`src/rtl/mem_select_arbiter.sv`:
```
// Arbitrated N-way memory read select with a single-entry output register.
// Channel choice is round-robin or fixed priority. Downstream drains the register via valid/ready.
module mem_select_arbiter #(
  parameter  int WIDTH   = 16,
  parameter  int NUM_IN  = 4,
  parameter  int RR_MODE = 1,
  localparam int SEL_W   = (NUM_IN > 1) ? $clog2(NUM_IN) : 1
) (
  input  logic                    clk,
  input  logic                    reset,
  input  logic [NUM_IN*WIDTH-1:0] memin,
  input  logic [NUM_IN-1:0]       memreq,
  output logic [NUM_IN-1:0]       memack,
  output logic [WIDTH-1:0]        dataout,
  output logic                    dataout_valid,
  input  logic                    dataout_ready,
  output logic [SEL_W-1:0]        dataout_src
);

  logic [SEL_W-1:0] r_last;
  logic [SEL_W-1:0] r_src;
  logic [WIDTH-1:0] r_data;
  logic             r_valid;

  logic [SEL_W-1:0] w_cand;
  logic [SEL_W-1:0] w_win;
  logic             w_found;
  logic             w_cap;
  logic [WIDTH-1:0] w_sel_data;

  // Winner search: scan starts one past the last grant (round-robin) or at index 0 (fixed).
  always_comb begin
    w_found = 1'b0;
    w_win   = '0;
    w_cand  = '0;
    for (int k = 0; k < NUM_IN; k++) begin
      if (RR_MODE != 0) begin
        w_cand = SEL_W'((int'(r_last) + 1 + k) % NUM_IN);
      end else begin
        w_cand = SEL_W'(k);
      end
      if (!w_found && memreq[w_cand]) begin
        w_found = 1'b1;
        w_win   = w_cand;
      end else begin
        w_found = w_found;
      end
    end
  end

  // No acknowledge may escape while reset is held, even with requests pending.
  assign w_cap      = (|memreq) && (!r_valid || dataout_ready) && !reset;
  assign w_sel_data = memin[w_win*WIDTH +: WIDTH];
  assign memack     = w_cap ? (NUM_IN'(1) << w_win) : '0;

  // Output register: capture on grant, drop valid on a drain with nothing to replace it.
  always_ff @(posedge clk or posedge reset) begin
    if (reset) begin
      r_last  <= SEL_W'(NUM_IN - 1);
      r_src   <= '0;
      r_data  <= '0;
      r_valid <= 1'b0;
    end else if (w_cap) begin
      r_last  <= w_win;
      r_src   <= w_win;
      r_data  <= w_sel_data;
      r_valid <= 1'b1;
    end else if (r_valid && dataout_ready) begin
      r_valid <= 1'b0;
    end else begin
      r_valid <= r_valid;
    end
  end

  assign dataout       = r_data;
  assign dataout_valid = r_valid;
  assign dataout_src   = r_src;

endmodule

```
`config.mk`:
```
export PLATFORM = sky130hd
export DESIGN_NAME = mem_select_arbiter
export DESIGN_NICKNAME = d
export VERILOG_FILES = /design/src/rtl/mem_select_arbiter.sv
export SDC_FILE = /design/constraint.sdc
export NUM_CORES = 1
export LEC_CHECK = 0
export ABC_AREA = 1
export BUFFER_PORTS_ARGS = -buffer_cell sky130_fd_sc_hd__buf_2
export CORE_UTILIZATION = 47
export DETAILED_ROUTE_END_ITERATION = 10
export PLACE_DENSITY = 0.82
export SLEW_MARGIN = 10
export SYNTH_ARGS = -nofsm -noshare
export SYNTH_HDL_FRONTEND = slang
export SYNTH_SLANG_ARGS = --single-unit
```
`constraint.sdc`:
```
create_clock -name clk -period 4.8 [get_ports clk]
set_input_delay 0.48 -clock clk [delete_from_list [all_inputs] [get_ports clk]]
set_output_delay 0.48 -clock clk [all_outputs]
set_load 0.005 [all_outputs]
```
# Yosys cells after proc, flatten, opt, wreduce, memory -nomap -nowiden
# Index checks and enable logic that the tools add are counted.
dict set report totals {
  n_memories 0
  rom_bits 0
  elab_cells 46
  regBits 21
  inputBits 71
  latchBits 0
  ram_bits 0
  out_inout_bits 23
}
dict set report op_classes {
  shift 2
  reduce_logical 14
  bitwise_logic 0
  add_sub_neg 4
  div 0
  order_cmp 4
  eq_ne 0
  mul 0
  n_mux 18
}
# operator n
set ops {}
lappend ops {{indexed part select 64 x 7 -> 16 bit} 1}
lappend ops {{< comparator 2 x 3 -> 1 bit, second input constant} 4}
lappend ops {{2-to-1 mux 1 bit} 9}
lappend ops {{binary-select mux 1 bit (select 2 bit)} 4}
lappend ops {{2-to-1 mux 2 bit} 4}
lappend ops {{adder 2 bit, second input constant} 3}
lappend ops {{logical AND 1 bit} 6}
lappend ops {{logical NOT 1 bit} 5}
lappend ops {{2-to-1 mux 4 bit} 1}
lappend ops {{OR reduction 4 bit} 1}
lappend ops {{left shift 1 x 2 -> 4 bit, first input constant} 1}
lappend ops {{adder 2 x 1 -> 2 bit, second input constant} 1}
lappend ops {{nonzero test 2 bit} 1}
lappend ops {{logical OR 1 bit} 1}

# Logic depth before layout (Yosys ltp)
dict set report depth {
  word_depth 15
  ltp_mapped 17
  depth_no_buf 15
}

# Worst setup path before layout
# OpenSTA, ideal clock, no wires.
dict set report synth_timing {
  path_type {flip-flop to output port}
  startpoint {register r_last[0]}
  endpoint {output port memack[0]}
  path_buffers 3
  required_time_ps 4320
  arrival_ps 1747
  slack_ps 2573
  path_stages_with_launch 12
  path_cell_list {dfstp_2 > buf_4 > nand2_1 > nand2_2 > nand2_1 > nand2_2 > nand2_1 > o21ai_0 > nand3_2 > buf_6 > buf_6 > nor3_1}
}
dict set report synth_between {
  elab_chain_cells 15
  elab_cells_between_ends 27
  classes_between {add/sub (4); shift (1); mux (16); reduce/logical (6)}
}
# item line_no
set synth_rtl {}
lappend synth_rtl {{start, declared} 20} ;# logic [SEL_W-1:0] r_last;
lappend synth_rtl {{start signal, assigned} 59} ;# r_last <= SEL_W'(NUM_IN - 1);
lappend synth_rtl {{start signal, assigned} 64} ;# r_last <= w_win;
lappend synth_rtl {{adder 2 x 1 -> 2 bit *} 38} ;# w_cand = SEL_W'((int'(r_last) + 1 + k) % NUM_IN);
lappend synth_rtl {{parallel branches: the longest is 11 deep, another holds adder 2 bit} n/a}
lappend synth_rtl {{2-to-1 mux 2 bit *} 42} ;# if (!w_found && memreq[w_cand]) begin
lappend synth_rtl {{left shift 1 x 2 -> 4 bit *} 54} ;# assign memack = w_cap ? (NUM_IN'(1) << w_win) : '0;
lappend synth_rtl {{2-to-1 mux 4 bit *} 54}
lappend synth_rtl {{end, declared} 13} ;# output logic [NUM_IN-1:0] memack,
# Every way passes the cells marked *. The select of a mux whose other input is x is not followed.

# Worst setup path in the final report
dict set report layout_timing {
  startpoint {register r_last[0]}
  endpoint {output port memack[1]}
}
# The elaborated chain is that of the path after synthesis.

==> results.toml <==
[run_status]
status = "finished, final reports clean"

[final_layout]
n_antenna_cell = 0
drive_above_1_share_pct = 27.50
design_area_sq_um = 2305
finalNetCount = 472
area_growth_pct = 23.13
final.fill_count = 371
utilization_pct = 61.56

[clocking]
clock_latency_ns = 0.25
cts_hold_buf = 0
clockBufferDepth = 2
cts.clk_slew.worst_paths_ns = 0.07
htreeDepth = 1
cts_resized = 0
clockRootBuffer = "clkbuf_8"
numClockSinks = 21
post_cts_buffers = 0
cts_made_buffers = 3
cts_tree = "yes"

[yosys]
async_reset_ff_share_pct = 100.0
avgSynthCellArea_sq_um = 5.795
synthTopCellsByArea = "nand2_1, dfrtp_1, nand4_1"
synth_cells = 323
ys_types = 19
synth_common_cells = "nand2_1, nand4_1, dfrtp_1"
synth.net_count = 394
yosys.area.top_type_share_pct = 41.91
synth_edf_count = 0
ys_seq_area_share_pct = 28.21
yosys_warnings = 0
yosysMostFrequentCell = "nand2_1"
synth-main-ff-cell = "dfrtp_1"
yosysTopAreaCell = "nand2_1"
synth_seq_cells = 21
netlist_area_sq_um = 1872

[critical_path]
rr_worst_depth = 12
crit_top_cell = "nand2_1"
slowest_delay_ns = 0.67
worstSetupStartpointType = "register"
crit_path_end_kind = "output pin"
cp_max_fo = 35
r2r-start = "r_last[0]"
path_class = "register to output pin"
worstPathCellList = "nand2_1 > nand2_1 > nand2_1 > nand2_1 > nand4_2 > nand3_4 > nand2_1 > nor2_1 > buf_2"
cp.arrival_ns = 3.14
crit_slowest_cell = "nand4_2"
reg2reg_slack_ns = 1.87
required_ns = 4.32
r2r_end = "dataout[13]"

[route]
firstDrtPassIters = 4
routed_wl_um = 5029
wl_met1_um = 2470
vias = 2229
drc = 0
ant_nets = 0
drtIter0Drc = 193
wl_met3_um = 308
routedWlPerCell_um = 11.23
met2_length_um = 2233
routed_via_density = 4.975
maxUsedRoutingLayer = "met4"

[timing]
clock.fmax_mhz = 276.5
hold_viol = 0
drv_slew = 0
clock_skew_ns = 0.0009952
fin_crit_sh_pct = 75.33
tns_ns = 0
finalCriticalPeriod_ns = 3.616
worst_pin_slew_ns = 0.8341
setup_viol = 0
rsz0062_at_grt = "no"
relSlewSlack_pct = 44.26

[die]
die_area_sq_um = 4239
initial_core_util_pct = 50.00
fp.coreArea_sq_um = 3744
std_cell_rows = 22
pin_count = 94
die_w_um = 65.11
die_height_um = 65.11

[run]
cap_violations = 0

[worst_hold_path]
hp-class = "input port to async pin"

[placed_design]
place.gp.congestion = 0.8974
dpl-instance-area_sq_um = 2260
dp_hpwl_um = 3747
port-buffer-count = 93

[power_and_ir_drop]
powerDensity_nw_per_um2 = 779.3
vdd_drop_max_uv = 374.2
leakage_nw = 1.478

[grt]
grt_pass1_wl_um = 8342
grt-ovfl-total = 0
grt_pass1_vias = 1889
grt_max_degree = 36
grtUsageTotal_pct = 24.47
antenna_found_initial = 0
cell usage in the layout (no fill, tap or decap):
master and instances:
buf_2 93, o21ai_0 3, nor3_1 1, nand4_1 33, nor2_1 6, dfstp_2 2
dfrtp_1 19, inv_2 3, clkbuf_8 3, inv_1 9, nand3_2 2, nand2_1 209
nand3_4 1, nand3_1 9, nand4_2 1, nand2_2 3, buf_4 1, nor2_2 1
clkbuf_1 1
flip-flops by register name, indices dropped and copies added (netlist names):
name and flops:
dataout_valid 1, dataout 16, r_last 2, dataout_src 2
where the power goes:
group / switching [mW] / internal, mW / total, mW
logic: 0.914 / 0.446 / 1.36
clock network: 0.0540 / 0.0590 / 0.113
registers: 0.0590 / 0.263 / 0.323
total: 1.03 / 0.769 / 1.80
routing by layer:
metal | vias up | global-route usage (%)
met1 | 948 | 35.94
met4 | 0 | 5.435
met3 | 2 | 1.910
met2 | 98 | 39.06
li1 | 1181 | -
met5 | - | 0
worst max-delay path by stage:
stage,startpoint,end,slack (ns),depth (start not counted)
6_report,r_last[0],memack[1],1.18,9
5_1_grt,r_last[0],memack[1],0.85,9
4_1_cts,r_last[0],memack[1],1.19,9
3_5_place_dp,r_last[0],memack[1],1.47,9
3_3_place_gp,r_last[0],memack[1],1.59,9
2_1_floorplan,r_last[0],memack[0],2.57,11
layout make-up:
class	instances	area, sq um	share of cell area, %
Timing Repair Buffer	94	473.0	20.52
Multi-Input combinational cell	269	1154	50.05
Clock buffer	4	45.04	1.954
Tap cell	48	60.06	2.606
Sequential cell	21	528.0	22.91
Inverter	12	45.04	1.954
metrics by stage:
| step | power (mW) | instances | hold WS, ns | worst slack [ns] |
|---|---|---|---|---|
| final | 1.796 | 448 | 0.2380 | 1.184 |
| after global routing | 2.007 | 448 | 0.2676 | 0.8517 |
| after CTS | 1.783 | 448 | 0.2483 | 1.191 |
| after detailed placement | 1.665 | 444 | 0.4631 | 1.473 |
| after global placement | 1.646 | 444 | 0.4627 | 1.592 |
| after floorplan | 1.493 | 323 | 0.4637 | 2.573 |
cells by family (layout without fill, tap and decap cells):
| kind of cell | after synthesis | in the layout | share of synthesized area, % |
|---|---|---|---|
| DFF | 21 | 21 | 28.21 |
| AOI/OAI and AO/OA | 3 | 3 | 0.8019 |
| buffers and inverters | 33 | 110 | 10.16 |
| and+or+nand+nor | 266 | 266 | 60.83 |
critical path, delay by kind of cell, from the launching register on:
kind,cells,cell delay (ns)
and+or+nand+nor,8,2.06
DFF,1,0.66
buffers and inverters,1,0.14
Note: power is estimated with default switching activity, not from simulation.
